===== src/rtl/instruction_memory_loader_pkg.sv =====
// Shared types and constants for the LEGv8 instruction-memory loader.
package instruction_memory_loader_pkg;

   localparam int unsigned BYTE_W          = 8;
   localparam int unsigned WORD_W          = 32;
   localparam int unsigned BYTES_PER_WORD  = 4;
   localparam int unsigned IMEM_ADDR_SHIFT = 2;

   // Loader sequencing states; CHECK is only reachable in the checksum build.
   typedef enum logic [2:0] {
      ST_IDLE  = 3'd0,
      ST_RECV  = 3'd1,
      ST_WRITE = 3'd2,
      ST_CHECK = 3'd3,
      ST_DONE  = 3'd4
   } loader_state_t;

endpackage


===== src/rtl/instruction_memory_loader_if.sv =====
// Byte-stream input and imem write port of the loader.
// master = loader side, slave = stream source / instruction memory side.
interface instruction_memory_loader_if;
   import instruction_memory_loader_pkg::*;

   logic [BYTE_W-1:0] byte_in;
   logic              byte_valid;
   logic              byte_ready;
   logic              imem_we;
   logic [WORD_W-1:0] imem_addr;
   logic [WORD_W-1:0] imem_wdata;

   modport master (
      input  byte_in, byte_valid,
      output byte_ready, imem_we, imem_addr, imem_wdata
   );

   modport slave (
      output byte_in, byte_valid,
      input  byte_ready, imem_we, imem_addr, imem_wdata
   );

endinterface


===== src/rtl/instruction_memory_loader_byte_packer.sv =====
// Big-endian byte-to-word packer: first byte lands in bits [31:24].
// word_ready pulses for one cycle after the 4th byte of a word is shifted in.
module loader_byte_packer
   import instruction_memory_loader_pkg::*;
(
   input  logic              clk,
   input  logic              reset,
   input  logic              clear,
   input  logic              shift_en,
   input  logic [BYTE_W-1:0] byte_in,
   output logic [WORD_W-1:0] word,
   output logic [1:0]        byte_cnt,
   output logic              word_ready
);

   // Shift register, byte counter and completed-word flag.
   always_ff @(posedge clk or negedge reset) begin
      if (!reset) begin
         word       <= '0;
         byte_cnt   <= '0;
         word_ready <= 1'b0;
      end else begin
         word_ready <= 1'b0;
         if (clear) begin
            word     <= '0;
            byte_cnt <= '0;
         end else if (shift_en) begin
            word       <= {word[WORD_W-BYTE_W-1:0], byte_in};
            byte_cnt   <= byte_cnt + 2'd1;
            word_ready <= (byte_cnt == 2'(BYTES_PER_WORD - 1));
         end
      end
   end

endmodule


===== src/rtl/instruction_memory_loader.sv =====
// Instruction-memory loader: packs a byte stream into 32-bit words, writes
// them to imem from word 0 upward and holds the datapath in reset until done.
// Optional feature macro: CHECKSUM_EN (trailing modulo-256 checksum byte).
module instruction_memory_loader
   import instruction_memory_loader_pkg::*;
#(
   parameter int unsigned ADDR_W = 8
)(
   input  logic                 clk,
   input  logic                 reset,
   input  logic                 start,
   input  logic [ADDR_W:0]      load_len,
   instruction_memory_loader_if.master bus,
   output logic                 cpu_reset_hold,
   output logic                 busy,
   output logic                 done,
   output logic                 error
);

   localparam logic [ADDR_W:0] MAX_LEN = {1'b1, {ADDR_W{1'b0}}};

   loader_state_t     state;
   logic [ADDR_W-1:0] word_idx;
   logic [ADDR_W:0]   len_q;
   logic              byte_ready_q;
   logic [WORD_W-1:0] imem_addr_q;
   logic [WORD_W-1:0] packed_word;
   logic [1:0]        byte_cnt;
   logic              word_ready;
`ifdef CHECKSUM_EN
   logic [BYTE_W-1:0] sum;
`endif

   logic transfer_c;
   logic idle_c;
   logic clear_c;
   logic shift_c;
   logic last_word_c;

   // Handshake decode and packer control.
   assign transfer_c  = byte_ready_q & bus.byte_valid;
   assign idle_c      = (state == ST_IDLE) || (state == ST_DONE);
   assign clear_c     = idle_c && start && (load_len != '0) && (load_len <= MAX_LEN);
   assign shift_c     = transfer_c && (state == ST_RECV);
   assign last_word_c = (({1'b0, word_idx} + (ADDR_W+1)'(1)) == len_q);

   loader_byte_packer u_packer (
      .clk        (clk),
      .reset      (reset),
      .clear      (clear_c),
      .shift_en   (shift_c),
      .byte_in    (bus.byte_in),
      .word       (packed_word),
      .byte_cnt   (byte_cnt),
      .word_ready (word_ready)
   );

   // The packer's completed-word pulse is the write strobe; its register is the data.
   assign bus.byte_ready = byte_ready_q;
   assign bus.imem_we    = word_ready;
   assign bus.imem_addr  = imem_addr_q;
   assign bus.imem_wdata = packed_word;

   // Load sequencer with registered status outputs.
   always_ff @(posedge clk or negedge reset) begin
      if (!reset) begin
         state          <= ST_IDLE;
         word_idx       <= '0;
         len_q          <= '0;
         byte_ready_q   <= 1'b0;
         imem_addr_q    <= '0;
         cpu_reset_hold <= 1'b1;
         busy           <= 1'b0;
         done           <= 1'b0;
         error          <= 1'b0;
`ifdef CHECKSUM_EN
         sum            <= '0;
`endif
      end else begin
         case (state)
            ST_IDLE, ST_DONE: begin
               if (start) begin
                  if (load_len == '0) begin
                     state          <= ST_DONE;
                     done           <= 1'b1;
                     error          <= 1'b0;
                     cpu_reset_hold <= 1'b0;
                  end else if (load_len > MAX_LEN) begin
                     state          <= ST_IDLE;
                     done           <= 1'b0;
                     error          <= 1'b1;
                     cpu_reset_hold <= 1'b1;
                  end else begin
                     state          <= ST_RECV;
                     done           <= 1'b0;
                     error          <= 1'b0;
                     cpu_reset_hold <= 1'b1;
                     busy           <= 1'b1;
                     byte_ready_q   <= 1'b1;
                     word_idx       <= '0;
                     len_q          <= load_len;
`ifdef CHECKSUM_EN
                     sum            <= '0;
`endif
                  end
               end
            end

            ST_RECV: begin
               if (transfer_c) begin
`ifdef CHECKSUM_EN
                  sum <= sum + bus.byte_in;
`endif
                  if (byte_cnt == 2'(BYTES_PER_WORD - 1)) begin
                     state        <= ST_WRITE;
                     byte_ready_q <= 1'b0;
                     imem_addr_q  <= WORD_W'(word_idx) << IMEM_ADDR_SHIFT;
                  end
               end
            end

            ST_WRITE: begin
               word_idx <= word_idx + ADDR_W'(1);
               if (last_word_c) begin
`ifdef CHECKSUM_EN
                  state        <= ST_CHECK;
                  byte_ready_q <= 1'b1;
`else
                  state          <= ST_DONE;
                  busy           <= 1'b0;
                  done           <= 1'b1;
                  cpu_reset_hold <= 1'b0;
`endif
               end else begin
                  state        <= ST_RECV;
                  byte_ready_q <= 1'b1;
               end
            end

`ifdef CHECKSUM_EN
            ST_CHECK: begin
               if (transfer_c) begin
                  state        <= ST_DONE;
                  byte_ready_q <= 1'b0;
                  busy         <= 1'b0;
                  if (bus.byte_in == sum) begin
                     done           <= 1'b1;
                     cpu_reset_hold <= 1'b0;
                  end else begin
                     error <= 1'b1;
                  end
               end
            end
`endif

            default: begin
               state <= ST_IDLE;
            end
         endcase
      end
   end

endmodule


===== src/flat_wrapper.sv =====
// flat-port wrapper written by rule: the top's interface ports become plain ports
module instruction_memory_loader_flat import instruction_memory_loader_pkg::*;
#(
   parameter int unsigned ADDR_W = 8
)
  (clk, reset, start, load_len, cpu_reset_hold, busy, done, error, bus_byte_in, bus_byte_valid, bus_byte_ready, bus_imem_we, bus_imem_addr, bus_imem_wdata);
  instruction_memory_loader_if bus_i ();
  input  logic clk;
  input  logic reset;
  input  logic start;
  input  logic [ADDR_W:0] load_len;
  output logic cpu_reset_hold;
  output logic busy;
  output logic done;
  output logic error;
  input wire logic [$bits(bus_i.byte_in)-1:0] bus_byte_in;
  input wire logic [$bits(bus_i.byte_valid)-1:0] bus_byte_valid;
  output wire logic [$bits(bus_i.byte_ready)-1:0] bus_byte_ready;
  output wire logic [$bits(bus_i.imem_we)-1:0] bus_imem_we;
  output wire logic [$bits(bus_i.imem_addr)-1:0] bus_imem_addr;
  output wire logic [$bits(bus_i.imem_wdata)-1:0] bus_imem_wdata;
  assign bus_i.byte_in = bus_byte_in;
  assign bus_i.byte_valid = bus_byte_valid;
  assign bus_byte_ready = bus_i.byte_ready;
  assign bus_imem_we = bus_i.imem_we;
  assign bus_imem_addr = bus_i.imem_addr;
  assign bus_imem_wdata = bus_i.imem_wdata;
  instruction_memory_loader #(.ADDR_W(ADDR_W)) u_core (.clk(clk), .reset(reset), .start(start), .load_len(load_len), .bus(bus_i), .cpu_reset_hold(cpu_reset_hold), .busy(busy), .done(done), .error(error));
endmodule

===== config.mk =====
export PLATFORM = sky130hd
export DESIGN_NAME = instruction_memory_loader_flat
export DESIGN_NICKNAME = d
export VERILOG_FILES = /design/src/rtl/instruction_memory_loader_pkg.sv /design/src/rtl/instruction_memory_loader_if.sv /design/src/rtl/instruction_memory_loader_byte_packer.sv /design/src/rtl/instruction_memory_loader.sv /design/src/flat_wrapper.sv
export SDC_FILE = /design/constraint.sdc
export NUM_CORES = 1
export LEC_CHECK = 0
export BUFFER_PORTS_ARGS = -buffer_cell sky130_fd_sc_hd__buf_4
export CORE_MARGIN = 8
export CORE_UTILIZATION = 25
export DETAILED_ROUTE_END_ITERATION = 8
export SYNTH_ARGS = -nofsm -noshare
export SYNTH_HDL_FRONTEND = slang
export SYNTH_HIERARCHICAL = 1
export SYNTH_SLANG_ARGS = --single-unit
export TNS_END_PERCENT = 5

===== constraint.sdc =====
create_clock -name clk -period 1.7 [get_ports clk]
set_input_delay 0.085 -clock clk [delete_from_list [all_inputs] [get_ports clk]]
set_output_delay 0.085 -clock clk [all_outputs]
set_load 0.03 [all_outputs]

Word level (Yosys, flattened, before mapping)
Cells that the tools add are included.
Widths: inputs -> output; s select.
- bits in writable memories: 0
- bits in registers: 68
- word-level logic and storage cells: 87
- bits in read-only memories: 0
- bits in latches: 0
- memories kept: 0
- output and inout bits: 70
- input port bits: 21
- reduce and logical (&&, ||, !) cells: 20
- shifts and indexed selects: 0
- eq/ne operators: 12
- $lt $le $gt $ge: 2
- divide/modulo/power cells: 0
- add/subtract/negate cells: 3
- bitwise operators: 3
- $mul: 0
- muxes and demuxes: 35
- operator list (kind ; number):
    $mux 32 ; 2
    $mux 8 ; 3
    $mux 1 ; 17
    $pmux 8 s2 ; 1
    $mux 3 ; 5
    $ne 2x2->1 const B ; 5
    $add 8x1->9 const B ; 1
    $eq 9x9->1 ; 1
    $gt 9x9->1 const B ; 1
    $le 9x9->1 const B ; 1
    $logic_not 9->1 ; 1
    $pmux 3 s3 ; 1
    $reduce_and 3->1 ; 3
    $reduce_bool 9->1 ; 1
    $add 8x1->8 const B ; 1
    $reduce_and 4->1 ; 2
    $reduce_and 7->1 ; 1
    $pmux 1 s2 ; 3
    $reduce_and 5->1 ; 1
    $logic_and 1x1->1 ; 4
    $mux 2 ; 2
    $ne 2x1->1 const B ; 2
    $reduce_bool 2->1 ; 2
    $eq 3x1->1 const B ; 1
    other kinds (12) ; 13

Depth between registers and ports, before layout
Gate-level depths: netlist (run 1).
- word-level depth: 6
- gate-level depth with buffers: 8
- mapped depth without buffers: 8

Hierarchy
The synthesis (run 1) kept the hierarchy.
- by module, submodules not included (module ; instances ; sequential area each (µm²) ; cells an instance ; area an instance (µm²)):
    instruction_memory_loader ; 1 ; 827.0 ; 177 ; 1889.3
    loader_byte_packer ; 1 ; 875.8 ; 114 ; 1456.4

Worst setup path after synthesis (run 1)
No wires, ideal clock.
- path kind: reg-to-reg
- from: register u_core.word_idx[0]
- to: register u_core.state[0]
- data arrival time: 1.730 ns
- setup time: 0.126 ns
- data required time: 1.574 ns
- buffers on the path: 1
- stages on the path, launching flop included: 8
- clock period less this slack: 1.856 ns
- slack: -0.156 ns
- cell sequence: dfrtp_1 -> ha_1 -> clkbuf_2 -> and4_1 -> a22o_1 -> nor3_2 -> nand4_1 -> a221o_1
- longest elaborated chain between the ends: 4
- RTL lines (element ; line ; source):
    from (decl) ; instruction_memory_loader.sv:23 ; logic [ADDR_W-1:0] word_idx;
    from (signal assigned) ; instruction_memory_loader.sv:123 ; word_idx <= word_idx + ADDR_W'(1);
    $add 8x1->9 ; instruction_memory_loader.sv:45 ; assign last_word_c = (({1'b0, word_idx} + (ADDR_W+1)'(1)) == len_q);
    $eq 9x9->1 ; instruction_memory_loader.sv:45 ;
    $mux 3 ; instruction_memory_loader.sv:124 ; if (last_word_c) begin
    $pmux 3 s3 ; instruction_memory_loader.sv:80 ; case (state)
    to (signal assigned) ; instruction_memory_loader.sv:84 ; state <= ST_DONE;
    to (signal assigned) ; instruction_memory_loader.sv:89 ; state <= ST_IDLE;
    to (signal assigned) ; instruction_memory_loader.sv:129 ; state <= ST_DONE;
    to (decl) ; instruction_memory_loader.sv:22 ; loader_state_t state;
No other way between the ends.
A chain may end at the register's enable or synchronous reset.

Final worst setup path (run 1)
- from: register u_core.word_idx[4]
- to: register u_core.state[0]
Same word-level chain as after synthesis.

==> results.yml, run 1 <==
outcome:
  status: "complete, but fails checks"
  violations: "setup timing"
power_and_ir_drop:
  p_leak_nw: 2.26
  power_density_nw_per_um2: 1840
  ir_worst_vdd_mv: 0.797
logic_synthesis:
  async_flop_share: 1.00
  ys.flop_type: "dfrtp_1"
  netlist_instances: 291
  synth-seq-cells: 68
  yosysUniqueCellTypes: 46
  synth_edf_count: 0
  synth.avg_cell_area_um2: 11.5
  yosys_warnings: 6
  synth_top_cell_by_area: "dfrtp_1"
  yosysSeqAreaShare: 0.509
  synth_top_area_share: 0.501
  netlist_top_cells_area: "dfrtp_1, mux2i_1, mux2_2, buf_4, nor2_1"
  syn_area_um2: 3350
floorplanning:
  rows: 42
  dieArea_um2: 17300
  core_um2: 13100
  fp.dieH_um: 132
  start_util: 0.255
  io_pins: 91
  fp.dieW_um: 132
worst_setup_path:
  worstPathCellList: "buf_4 -> xor2_1 -> a22o_1 -> nor3_2 -> nand4_1 -> a221o_1"
  path_max_fanout: 4
  critical-path-max-stage-delay_ps: 430
  critPathRequiredTime_ps: 1910
  crit_path_start_kind: "flop"
  endpoint_kind: "flop"
  cp.arrival_ps: 1980
  crit_type: "reg -> reg"
  cp_slowest_cell: "dfrtp_2"
sta:
  slew_viol_final: 0
  max_freq_mhz: 566
  clock_skew_ps: 8.68
  hold_viol: 0
  finalSetupViolCount: 20
  period_needed_ps: 1770
  whs_ps: 18.1
  period_share: 1.04
  grt_setup_unrepaired: "yes"
  fin_ws_ps: -66.1
routing:
  drt-wirelength-per-cell_um: 14.3
  dr.pass1.iters: 4
  wirelength_um: 8420
  drt_drc_violations_left: 0
  drt_iter0_drc: 68
  postRouteAntennaNets: 0
  vias: 2483
  viasPerCell: 4.20
finish:
  fin_nets: 435
  drive_gt1_frac: 0.390
  final_area_um2: 4740
  final.fill_count: 1335
  synthToLayoutAreaGrowth_pct: 41.7
  antennaDiodeCount: 0
place:
  dpl-instance-area_um2: 4140
  place_congestion: 0.861
  io_buffers: 66
  post-dp-hpwl_um: 5920
global_route:
  grt_pass1_vias: 2578
  antenna_found_initial: 0
  grt_max_degree: 49
  grt-ovfl-total: 0
  grt_util_all_layers: 0.0948
  grt_pass1_wl_um: 13300
cts:
  cts_root_buf: "clkbuf_16"
  cts_tree: "built"
  clkLatencyLatePin_ps: 330
  htreeDepth: 3
  cts.path.max_buffers: 2
  path_clk_slew_ps: 60
  cts_made_buffers: 9
  clock_sinks: 68
run:
  max-cap-violations: 0
min_path:
  hold_class: "in -> reg"
routing by layer:
layer,wire (um),up-vias,track usage
met2,4050,67,0.151
met1,3830,1205,0.113
met5,0,-,0
met4,110,0,0.0338
li1,-,1198,-
met3,432,13,0.0377
report_power, final:
| group | total, mW | switching [mW] | leakage, nW | internal [mW] |
|---|---|---|---|---|
| clock network | 1.91 | 0.698 | 0.152 | 1.22 |
| registers | 2.83 | 0.542 | 0.871 | 2.29 |
| logic | 3.98 | 2.21 | 1.24 | 1.78 |
| total | 8.73 | 3.45 | 2.26 | 5.28 |
kinds of logic after synthesis:
family | synth area share
compound gates | 0.0546
flops | 0.509
fa+ha+maj | 0.0150
xor+xnor | 0.0314
mux | 0.162
simple gates | 0.127
buf+inv | 0.0999
other cells | 0.00112
timing repair:
item | in CTS | in global routing
hold buffers | 15 | 0
resized for setup | 8 | 5
hold endpoints to repair | 66 | 0
endpoints found under the setup margin | 48 | 50
pin swaps | 5 | 3
setup buffers | 4 | 0
gates cloned | 0 | 3
cell usage in the layout, fill, tap and decap left out, drive strengths merged, types with 8 or more instances in the layout:
cell type,n
nand2,11
mux2i,34
clkbuf,14
conb,24
mux2,18
dlygate4sd3,15
buf,104
nor2,48
dfrtp,67
xnor2,8
o21ai,12
worst paths after layout:
| check | startpoint | to | slack (ps) | cells past startpoint |
|---|---|---|---|---|
| setup / recovery | u_core/word_idx[4]$_DFFE_PN0P_ | u_core/state[0]$_DFFE_PN0P_ | -70 | 6 |
| hold / removal | load_len[4] | u_core/len_q[4]$_DFFE_PN0P_ | 20 | 2 |
| setup reg to reg | u_core/word_idx[4]$_DFFE_PN0P_ | u_core/state[0]$_DFFE_PN0P_ | -70 | 6 |
| hold reg to reg | u_core/busy$_DFFE_PN0P_ | u_core/busy$_DFFE_PN0P_ | 490 | 1 |
| max in group asynchronous | reset | u_core/cpu_reset_hold$_DFFE_PN1P_ | 920 | 3 |
| min in group asynchronous | reset | u_core/u_packer/word[0]$_DFFE_PN0P_ | 190 | 2 |
state kept, by name (all words and copies together), names as in the netlist:
| register | flops |
|---|---|
| u_core/bus.byte_ready | 1 |
| u_core/bus.imem_addr | 8 |
| u_core/busy | 1 |
| u_core/cpu_reset_hold | 1 |
| u_core/done | 1 |
| u_core/error | 1 |
| u_core/len_q | 9 |
| u_core/state | 3 |
| u_core/u_packer/byte_cnt | 2 |
| u_core/u_packer/word | 32 |
| u_core/u_packer/word_ready | 1 |
| u_core/word_idx | 8 |
critical path: cells and delay by family (launching register included):
| kind | cells | cell delay, ps |
|---|---|---|
| AOI/OAI and AO/OA | 2 | 570 |
| xor gates and xnor gates | 1 | 150 |
| buffers and inverters | 1 | 150 |
| DFF | 1 | 430 |
| and+or+nand+nor | 2 | 350 |
through the flow:
| step | TNS, ps | cells | setup slack (ps) | power (mW) | util |
|---|---|---|---|---|---|
| after floorplan | -147 | 314 | -58.0 | 5.32 | - |
| after detailed placement | -2560 | 553 | -208 | 6.64 | 0.315 |
| after CTS | -648 | 588 | -62.1 | 8.67 | 0.354 |
| final | -607 | 591 | -66.1 | 8.73 | 0.361 |
| after global placement | -3860 | 553 | -179 | 6.55 | 0.315 |
| after global routing | -2610 | 591 | -132 | 9.26 | 0.361 |
cells in the mapped netlist (2+ instances only):
master     n
nand4_1    4
buf_2      4
o21ai_0   12
inv_1      5
buf_4     24
nor3_2     2
xnor2_1    8
nor2_4     2
dfrtp_1   67
nor2_1    45
buf_6      4
nand3_1    4
xor2_1     4
nor4_1     2
mux2_2    18
buf_12     3
nand2_1   11
nor3_1     2
clkbuf_2   2
a21oi_1    5
mux2i_1   34
ha_1       4
o41ai_1    2
final cells by class:
| cell class | instances | area, um2 | share of cell area |
|---|---|---|---|
| clock buffers | 11 | 253 | 0.0533 |
| flip-flops and latches | 68 | 1710 | 0.360 |
| inverters | 5 | 18.8 | 0.00396 |
| repair buffers | 122 | 1050 | 0.222 |
| multi-input cells | 204 | 1430 | 0.302 |
| clock inverters | 5 | 60.1 | 0.0127 |
| well taps | 176 | 220 | 0.0465 |
No activity file was read; power rests on OpenSTA's default activity.
==> inputs of run 2 (changes only) <==
- ABC_AREA: default -> 1
- GPL_TIMING_DRIVEN: default -> 0
==> results.yml, run 2 <==
floorplanning:
  core_um2: 13100
  fp.dieW_um: 131
  dieArea_um2: 17300
  rows: 42
  start_util: 0.253
  io_pins: 91
  fp.dieH_um: 131
finish:
  antennaDiodeCount: 0
  drive_gt1_frac: 0.310
  layout_top_registers: "u_core/u_packer/word: 32 flops, u_core/len_q: 9 flops"
  final.fill_count: 1373
  layout_commonest_cell: "nand2_1"
  fin_util: 0.356
  synthToLayoutAreaGrowth_pct: 40.6
  fin_nets: 544
  layout_common_cells: "nand2_1, buf_4, dfrtp_1"
  top_register: "u_core/u_packer/word"
  largest_reg_flops: 32
place:
  io_buffers: 66
  post-dp-hpwl_um: 6690
  place_congestion: 0.802
cts:
  cts_tree: "built"
  path_clk_slew_ps: 60
  clkLatencyLatePin_ps: 330
  htreeDepth: 3
  cts.path.max_buffers: 2
  cts_root_buf: "clkbuf_16"
  clock_sinks: 68
  cts_made_buffers: 9
global_route:
  grt-ovfl-total: 0
  antenna_found_initial: 0
  grt_max_degree: 69
  grt_pass1_wl_um: 14700
  grt_pass1_vias: 2919
  grt_util_all_layers: 0.106
power_and_ir_drop:
  internal_power_mw: 4.37
  p_leak_nw: 2.50
  clkPwrFrac: 0.232
  comb_power_share: 0.409
  power_density_nw_per_um2: 1580
  switching_share: 0.408
  power_frac_seq: 0.358
  ir_worst_vdd_mv: 0.900
  switchingPower_mw: 3.01
routing:
  viasPerCell: 4.13
  drt_iter0_drc: 130
  dr.pass1.iters: 4
  drt_drc_violations_left: 0
  drt-wirelength-per-cell_um: 13.2
  vias: 2890
  postRouteAntennaNets: 0
  wirelength_um: 9220
run:
  max-cap-violations: 0
worst_setup_path:
  path_max_fanout: 4
  ff2ff_path_depth: 13
  worstPathCellList: "buf_4 -> nand3_1 -> nand2_1 -> nand2_1 -> nand2_1 -> nand2_1 -> nand2_2 -> nor2_4 -> nand2_1 -> nand2_1 -> nand2_1 -> nand2_1 -> nand2_1"
  r2r-start: "u_core/word_idx[0]$_DFFE_PN0P_"
  rrSetupSlack_ps: 70
  crit_top_cell: "nand2_1"
  endpoint_kind: "flop"
  critPathRequiredTime_ps: 1920
  cp_slowest_cell: "dfrtp_2"
  crit_path_start_kind: "flop"
  critical_path_depth: 13
  critical-path-max-stage-delay_ps: 440
  r2r_end: "u_core/state[0]$_DFFE_PN0P_"
  path_buf_inv: 1
  critPathTopFamily: "simple AND/OR/NAND/NOR gates"
  cp.arrival_ps: 1860
  crit_type: "reg -> reg"
logic_synthesis:
  yosysSeqAreaShare: 0.512
  synth_edf_count: 0
  yosys_warnings: 6
  ys.flop_type: "dfrtp_1"
  synth-seq-cells: 68
  synth_top_area_share: 0.504
  synth_most_common_cell: "nand2_1"
  netlist_top_cells_area: "dfrtp_1, nand2_1, nand3_1, buf_4, inv_1"
  synth_top_cell_by_area: "dfrtp_1"
  async_flop_share: 1.00
  yosysUniqueCellTypes: 30
  synthTopCellsByCount: "nand2_1, dfrtp_1, nand3_1"
  synth.avg_cell_area_um2: 8.40
  syn_area_um2: 3330
  netlist_instances: 396
min_path:
  hold_class: "in -> reg"
  hold_path_end: "u_core/len_q[0]$_DFFE_PN0P_"
  min_from: "load_len[0]"
  worstHoldPathCells: 2
sta:
  finalSetupViolCount: 0
  hold_viol: 0
  setup_tns_ps: 0
  whs_ps: 17.7
  max_freq_mhz: 612
  worstMarginPinSlew_ps: 872
  clock_skew_ps: 7.11
  period_share: 0.961
  slew_viol_final: 0
  slew-limit-headroom: 0.419
  period_needed_ps: 1630
  grt_setup_unrepaired: "yes"
outcome:
  status: "finished clean"
==> run 2: layer usage <==
metal,share of wire,GRT usage,vias up
li1,-,-,1455
met1,0.40,0.117,1338
met2,0.50,0.172,92
met3,0.093,0.0560,5
met4,0.010,0.0319,0
met5,0,0,-
==> run 2: power by group through the flow <==
stage | clock network [mW] | logic (mW) | registers [mW]
finish | 1.72 | 3.02 | 2.65
global route | 1.84 | 3.30 | 2.72
CTS | 1.75 | 2.93 | 2.64
detailed placement | 0 | 2.87 | 2.65
global placement | 0 | 2.83 | 2.62
floorplan | 0 | 1.18 | 3.25
==> run 2: final cells by class <==
class,instances,area (um2),area share
Buffer,35,274,0.0586
Clock buffer,13,260,0.0556
Clock inverter,2,10.0,0.00214
Inverter,35,131,0.0281
Multi-Input combinational cell,280,1360,0.291
Sequential cell,68,1710,0.365
Tap cell,176,220,0.0471
Timing Repair Buffer,90,713,0.152
==> run 2: cells by family after synthesis <==
kind of cell,after synthesis,synth area share
muxes,4,0.0135
AOI/OAI and AO/OA,28,0.0459
other,1,0.00113
xor gates and xnor gates,2,0.00527
and+or+nand+nor,218,0.289
adders and majority gates,4,0.0150
DFF,68,0.512
buffers and inverters,71,0.118
==> run 2: what timing repair did <==
| action | CTS | global route |
|---|---|---|
| cloned | 0 | 1 |
| hold buffers | 12 | 0 |
| setup buffers | 1 | 10 |
| endpoints found under the setup margin | 45 | 51 |
| gates resized for setup | 6 | 19 |
| pin swaps | 1 | 7 |
| hold endpoints to repair | 78 | 0 |
==> run 2: how the worst max path moves through the flow <==
stage	startpoint	slack, ps	endpoint
floorplan	u_core/word_idx[0]$_DFFE_PN0P_	90	u_core/state[0]$_DFFE_PN0P_
global placement	load_len[5]	-270	u_core/u_packer/word[29]$_DFFE_PN0P_
detailed placement	load_len[5]	-260	u_core/u_packer/word[15]$_DFFE_PN0P_
CTS	u_core/state[1]$_DFFE_PN0P_	-20	u_core/u_packer/word[15]$_DFFE_PN0P_
global route	u_core/word_idx[0]$_DFFE_PN0P_	-70	u_core/state[0]$_DFFE_PN0P_
finish	u_core/word_idx[0]$_DFFE_PN0P_	70	u_core/state[0]$_DFFE_PN0P_
==> run 2: stage by stage <==
stage | cells | cell area, um2 | total power, mW | setup slack [ps]
6_report | 699 | 4680 | 7.38 | 65.9
5_1_grt | 699 | 4680 | 7.86 | -69.6
4_1_cts | 689 | 4550 | 7.32 | -18.7
3_5_place_dp | 661 | 4130 | 5.52 | -257
3_3_place_gp | 661 | 4130 | 5.45 | -266
2_1_floorplan | 419 | 3410 | 4.44 | 94.4
==> inputs of run 3 (changes only) <==
- MAX_ROUTING_LAYER: default -> met4
==> results.yml, run 3 (synthesized netlist as in run 2, its figures left out) <==
global_route:
  grt-ovfl-total: 0
  grt_max_degree: 69
  grt_pass1_wl_um: 14700
  grt_util_all_layers: 0.109
  grt_pass1_vias: 2927
  antenna_found_initial: 0
power_and_ir_drop:
  clkPwrFrac: 0.232
  power_frac_seq: 0.359
  p_leak_nw: 2.50
  internal_power_mw: 4.37
  power_mw: 7.38
  power_density_nw_per_um2: 1580
  ir_worst_vdd_mv: 0.903
  switchingPower_mw: 3.00
  switching_share: 0.407
  comb_power_share: 0.409
floorplanning:
  fp.dieW_um: 131
  core_um2: 13100
  io_pins: 91
  dieArea_um2: 17300
  fp.dieH_um: 131
  start_util: 0.253
  rows: 42
routing:
  dr.pass1.iters: 4
  drt_drc_violations_left: 0
  postRouteAntennaNets: 0
  vias: 2909
  drt-wirelength-per-cell_um: 13.2
  wirelength_um: 9200
  viasPerCell: 4.16
  drt_iter0_drc: 131
worst_setup_path:
  path_max_fanout: 5
  crit_path_start: "u_core/word_idx[0]$_DFFE_PN0P_"
  endpoint_kind: "flop"
  r2r-start: "u_core/word_idx[0]$_DFFE_PN0P_"
  critPathRequiredTime_ps: 1970
  crit_type: "reg -> reg"
  cp.arrival_ps: 1900
  crit_path_start_kind: "flop"
sta:
  grt_setup_unrepaired: "yes"
  period_share: 0.958
  max_freq_mhz: 614
  clock_skew_ps: 7.25
  worstMarginPinSlew_ps: 870
  period_needed_ps: 1630
  slew-limit-headroom: 0.420
  slew_viol_final: 0
  hold_viol: 0
  finalSetupViolCount: 0
finish:
  fin_util: 0.356
  synthToLayoutAreaGrowth_pct: 40.6
  layout_commonest_cell: "nand2_1"
  largest_reg_flops: 32
  top_register: "u_core/u_packer/word"
  layout_common_cells: "nand2_1, buf_4, dfrtp_1"
  final_area_um2: 4680
  antennaDiodeCount: 0
  layout_top_registers: "u_core/u_packer/word: 32 flops, u_core/len_q: 9 flops"
  fin_nets: 544
  drive_gt1_frac: 0.310
place:
  post-dp-hpwl_um: 6690
  io_buffers: 66
  place_congestion: 0.814
  dpl-instance-area_um2: 4130
cts:
  cts_made_buffers: 9
  clkLatencyLatePin_ps: 330
  clock_sinks: 68
  cts_root_buf: "clkbuf_16"
  cts_tree: "built"
  path_clk_slew_ps: 60
  cts.path.max_buffers: 2
  htreeDepth: 3
min_path:
  min_from: "load_len[0]"
  hold_class: "in -> reg"
run:
  max-cap-violations: 0
outcome:
  status: "finished clean"
==> run 3: cell counts in the layout (fill, tap and decap cells not counted) <==
Identical to the previous run, type by type.
==> run 3: cell type report <==
cell class / count / area, um2
inverters: 35 / 131
multi-input cells: 280 / 1360
repair buffers: 90 / 713
well taps: 176 / 220
clock buffers: 13 / 260
fillers: 1373 / 8460
flip-flops and latches: 68 / 1710
clock inverters: 2 / 10.0
plain buffers: 35 / 274
==> run 3: final timing paths <==
path                                                   endpoint  slack, ps  cells after the start
setup / recovery                        u_core/done$_DFFE_PN0P_         70                     12
hold / removal                      u_core/len_q[0]$_DFFE_PN0P_         20                      2
setup reg to reg                        u_core/done$_DFFE_PN0P_         70                     12
hold reg to reg            u_core/u_packer/word[24]$_DFFE_PN0P_        470                      2
max in group asynchronous        u_core/word_idx[2]$_DFFE_PN0P_        670                      2
min in group asynchronous   u_core/bus.imem_addr[9]$_DFFE_PN0P_        410                      2
==> run 3: critical path, stage by stage (launching register included) <==
cell and delay [ps]:
dfrtp_2 440, ha_4 190, nand2_4 90, inv_1 50
nand2_1 90, a21oi_1 80, nor2_1 100, nand2_1 90
nor2_4 130, nand3_4 110, o21ai_2 90, inv_2 50
nand2_1 60
==> run 3: repair_timing <==
item,4_1_cts,5_1_grt
hold endpoints to repair,78,0
setup buffers,1,10
gates resized for setup,6,19
cloned,0,1
pin swaps,1,7
setup endpoints to repair,45,51
hold buffers,12,0
==> run 3: metrics by stage <==
| step | worst slack, ps | hold WS [ps] | std cells | setup TNS [ps] |
|---|---|---|---|---|
| after floorplan | 94.4 | -211 | 419 | 0 |
| after global placement | -266 | 255 | 661 | -9400 |
| after detailed placement | -257 | 259 | 661 | -9700 |
| after CTS | -18.7 | 7.10 | 689 | -99.6 |
| after global routing | -69.6 | 14.7 | 699 | -1290 |
| final | 70.6 | 19.4 | 699 | 0 |
==> run 3: routing by layer <==
| layer | GRT usage | routed length [um] | vias up |
|---|---|---|---|
| met5 | - | 0 | - |
| met4 | 0.0319 | 81 | 0 |
| met3 | 0.0473 | 701 | 5 |
| met2 | 0.172 | 4570 | 91 |
| met1 | 0.122 | 3840 | 1355 |
| li1 | - | - | 1458 |
==> run 3: power groups by stage <==
stage          Sequential (mW)  Clock [mW]  Combinational, mW
3_3_place_gp              2.62           0               2.83
4_1_cts                   2.64        1.75               2.93
5_1_grt                   2.72        1.84               3.29
6_report                  2.65        1.71               3.02
2_1_floorplan             3.25           0               1.18
3_5_place_dp              2.65           0               2.87
